File: src/rtl/cnt_pkg.sv
// Shared constants and helpers for the multi-digit up/down counter.
package cnt_pkg;

  localparam logic CNT_UP = 1'b0;
  localparam logic CNT_DN = 1'b1;

  // Bits needed to hold 0..n-1, never less than one.
  function automatic int clog2_min1(input int n);
    int r;
    r = 0;
    for (int i = 0; i < 31; i++) begin
      if ((1 << i) < n) r = i + 1;
    end
    return (r < 1) ? 1 : r;
  endfunction

endpackage

File: src/rtl/cnt_digit.sv
// One radix-BASE counter digit with clamped parallel load and wrap on step.
module cnt_digit
  import cnt_pkg::*;
#(
  parameter  int BASE = 10,
  localparam int W    = clog2_min1(BASE)
) (
  input  logic         clk,
  input  logic         reset,
  input  logic         step,
  input  logic         dir,
  input  logic         load,
  input  logic [W-1:0] d_in,
  output logic [W-1:0] q,
  output logic         at_max,
  output logic         at_min
);

  localparam logic [W-1:0] MAXV = W'(BASE - 1);
  localparam logic [W:0]   LIMV = (W + 1)'(BASE);

  logic [W-1:0] d_clamped;

  assign d_clamped = ({1'b0, d_in} >= LIMV) ? MAXV : d_in;
  assign at_max    = (q == MAXV);
  assign at_min    = (q == '0);

  always_ff @(posedge clk) begin
    if (reset) begin
      q <= '0;
    end else if (load) begin
      q <= d_clamped;
    end else if (step) begin
      if (dir == CNT_UP) q <= at_max ? '0 : q + 1'b1;
      else               q <= at_min ? MAXV : q - 1'b1;
    end
  end

endmodule

File: src/rtl/cnt_ndigit_ud.sv
// DIGITS cascaded radix-BASE digits forming an up/down counter with load,
// wrap/saturate mode, combinational terminal count and sticky overflow.
module cnt_ndigit_ud
  import cnt_pkg::*;
#(
  parameter  int DIGITS = 2,
  parameter  int BASE   = 10,
  localparam int W      = clog2_min1(BASE)
) (
  input  logic                clk,
  input  logic                reset,
  input  logic                en,
  input  logic                dir,
  input  logic                sat,
  input  logic                load,
  input  logic [DIGITS*W-1:0] load_val,
  output logic [DIGITS*W-1:0] cntQ,
  output logic                tc,
  output logic                ovf
);

  logic [DIGITS-1:0] at_max;
  logic [DIGITS-1:0] at_min;
  logic [DIGITS-1:0] pfx;
  logic [DIGITS-1:0] step;
  logic              term;
  logic              hold;

  assign term = (dir == CNT_DN) ? (&at_min) : (&at_max);
  assign tc   = term & en;
  assign hold = sat & term;

  // Digit i may step only when every lower digit sits at its rollover value.
  always_comb begin
    pfx    = '0;
    pfx[0] = 1'b1;
    for (int i = 1; i < DIGITS; i++) begin
      pfx[i] = pfx[i-1] & ((dir == CNT_DN) ? at_min[i-1] : at_max[i-1]);
    end
  end

  assign step = {DIGITS{en & ~hold}} & pfx;

  for (genvar g = 0; g < DIGITS; g++) begin : g_digit
    cnt_digit #(.BASE(BASE)) u_digit (
      .clk    (clk),
      .reset  (reset),
      .step   (step[g]),
      .dir    (dir),
      .load   (load),
      .d_in   (load_val[g*W +: W]),
      .q      (cntQ[g*W +: W]),
      .at_max (at_max[g]),
      .at_min (at_min[g])
    );
  end

  always_ff @(posedge clk) begin
    if (reset || load) ovf <= 1'b0;
    else if (tc)       ovf <= 1'b1;
  end

endmodule

File: config.mk
export PLATFORM = sky130hd
export DESIGN_NAME = cnt_ndigit_ud
export DESIGN_NICKNAME = d
export VERILOG_FILES = /design/src/rtl/cnt_pkg.sv /design/src/rtl/cnt_digit.sv /design/src/rtl/cnt_ndigit_ud.sv
export SDC_FILE = /design/constraint.sdc
export NUM_CORES = 1
export LEC_CHECK = 0
export ABC_AREA = 1
export CAP_MARGIN = 20
export CORE_MARGIN = 1.5
export CORE_UTILIZATION = 45
export CTS_BUF_LIST = sky130_fd_sc_hd__clkbuf_16
export DETAILED_ROUTE_END_ITERATION = 8
export PLACE_DENSITY_LB_ADDON = 0.25
export SLEW_MARGIN = 30
export SYNTH_ARGS = -nofsm -noshare
export SYNTH_HDL_FRONTEND = slang
export SYNTH_HIERARCHICAL = 1
export SYNTH_SLANG_ARGS = --single-unit
File: constraint.sdc
create_clock -name clk -period 2.2 [get_ports clk]
set_input_delay 0.44 -clock clk [delete_from_list [all_inputs] [get_ports clk]]
set_output_delay 0.44 -clock clk [all_outputs]
set_load 0.005 [all_outputs]
==> results.cfg <==
[place]
io_buffers = 23
dp_slack_ns = 0.0349
place_congestion = 0.896
placedCellCount = 186
dp_hpwl_um = 1520

[detailed_routing]
route.detailed.drc = 0
drt-pass1-iter-count = 4
wl_per_cell_um = 11.8
vias_per_cell = 5.41
drt-total-wl_um = 2330
vias = 1072
drt_iter0_drc = 46
antenna_left = 0

[global_routing]
grt_pass1_wl_um = 3400
overflow = 0
grt_pass1_vias = 832
antenna_found_initial = 0
grt_usage = 0.231
grt_max_degree = 16

[worst_setup_path]
critPathCaptureType = register
cpMaxStageDelayCell = dfxtp_2
crit_type = register to register
crit_path_max_incr_delay_ns = 0.36
r2r-start = g_digit[1].u_digit/q[1]
cpMostUsedCell = nand2_1
path_cells = inv_2 > nand2_1 > nor2_2 > nand2_1 > nand2_1 > nand3_1 > nand2_1 > nor2_1 > nor2_1 > inv_1 > o21ai_0 > inv_1 > a21oi_2
crit_start = g_digit[1].u_digit/q[1]
arrival_ns = 2.08
cp.buffers_inverters = 3
cp-start-kind = register
crit_required_ns = 2.37
crit_family = simple AND/OR/NAND/NOR gates
crit_fanout = 6

[worst_hold_path]
hold_class = register to register
hold_start = ovf

[timing]
whs_ns = 0.458
max_freq_mhz = 523
finalSetupTns_ns = 0
period_share = 0.868
slew_viol_final = 0
worst_pin_slew_ns = 0.461
finalWorstSetupSlack_ns = 0.290
clock_skew_ns = 0.000598
setup_viol = 0
rsz0062_at_grt = no
slew-limit-headroom = 0.692
hold_violations = 0
finalCriticalPeriod_ns = 1.91

[power_and_ir_drop]
leakage_nw = 0.636
powerDensity_nw_per_um2 = 581
peakVddDrop_mv = 0.465

[clock_network]
cts.clk_slew.worst_paths_ns = 0.04
cts_tree = yes
hold_buffers = 0
htreeDepth = 1
cts_buffer_depth = 2
clk_latency_ns = 0.23
cts_buffers = 3
cts_num_sinks = 9
root_buffer = clkbuf_16

[synth]
yosysUniqueCellTypes = 15
syn_nets = 158
avgSynthCellArea_um2 = 5.47
yosysWarnings = 6
netlist_instances = 144
ys_seq_elements = 9
syn_area_um2 = 788
ys_seq_area_frac = 0.229

[cells_and_area]
fin_util = 0.782
final_cells = 198
multi_input_area_um2 = 526
drive_gt1_frac = 0.214
nNetsFinal = 197
syn2layout_area_growth_pct = 56.3
antenna-diode-count = 0
n_fill_cell = 114
seqCellArea_um2 = 193

[floorplanning]
ios = 24
die-area_um2 = 2010
fp-row-count = 14
die_y_um = 44.9
die_w_um = 44.9
start_util = 0.500
placeableCoreArea_um2 = 1580

[run_status]
status = completed

[job]
cap_violations = 0
-- placed cells by master, fill, tap and decap left out, types with 3 or more instances in the layout --
master            n
nand2_1          43
nand3_1          13
a21oi_2           5
nor2_1           19
clkbuf_16         3
dfxtp_2           7
o21ai_0           6
a21oi_1          10
clkdlybuf4s50_1  21
buf_4            11
inv_1            23
inv_2             4
nand3_2           3
-- state kept, by name (all words and copies together) (netlist names) --
| name | cells |
|---|---|
| g_digit.u_digit/q | 8 |
| ovf | 1 |
-- where the power goes --
part	total, W	internal (W)	switching, W
registers	0.000197	0.000177	0.0000204
clock network	0.000315	0.000237	0.0000775
logic	0.000204	0.000101	0.000103
-- kinds of logic after synthesis --
group                  count (synthesis)  synth area share
AO/OA/AOI/OAI                         23             0.170
multiplexers                           1            0.0127
buffers and inverters                 26             0.124
AND/OR/NAND/NOR                       85             0.465
flip-flops                             9             0.229
-- synth_stat cells --
cell     count  share of area
nand3_2      3          0.038
nand3_1     13          0.083
mux2i_1      1          0.013
inv_2        4          0.019
nor2_2       2          0.016
inv_1       22           0.10
o21ai_1      2          0.013
nor2_1      21           0.10
o21ai_0      6          0.038
dfxtp_1      9           0.23
nand4_1      2          0.016
a21oi_2      5          0.056
or2_2        1         0.0079
a21oi_1     10          0.063
nand2_1     43           0.20
-- per-layer routing --
metal | global-route usage | vias up | routed length [µm]
met4 | 0.100 | 0 | 41
met5 | 0 | - | 0
li1 | - | 540 | -
met1 | 0.313 | 465 | 1070
met2 | 0.345 | 61 | 1040
met3 | 0.0600 | 6 | 184
-- metrics by stage --
step | area (µm²) | total power, W
2_1_floorplan | 788 | 0.000294
6_report | 1230 | 0.000716
3_3_place_gp | 1060 | 0.000371
5_1_grt | 1230 | 0.000756
4_1_cts | 1170 | 0.000700
3_5_place_dp | 1060 | 0.000375
-- worst min-delay path, cell delays in order (launching register included) --
cell and delay, ns:
dfxtp_1 0.30, inv_1 0.06, a21oi_2 0.05
-- path summary, 6_finish.rpt --
| path | endpoint | slack [ns] | cells past startpoint |
|---|---|---|---|
| worst max register to register | g_digit[1].u_digit/q[1] | 0.29 | 13 |
| worst min register to register | ovf | 0.46 | 2 |
| worst max-delay path | g_digit[1].u_digit/q[1] | 0.29 | 13 |
| worst min-delay path | ovf | 0.46 | 2 |
-- repair_timing --
item,in CTS,in global routing
buffers inserted,2,6
setup endpoints to repair,1,1
gates resized for setup,5,10
pin swaps,1,4
-- final cells by class --
class | instances | area share
clock inverters | 1 | 0.00305
flip-flops and latches | 9 | 0.156
repair buffers | 34 | 0.258
clock buffers | 3 | 0.0609
multi-input cells | 109 | 0.426
well taps | 16 | 0.0162
inverters | 26 | 0.0792
No activity file was read; power rests on OpenSTA's default activity.
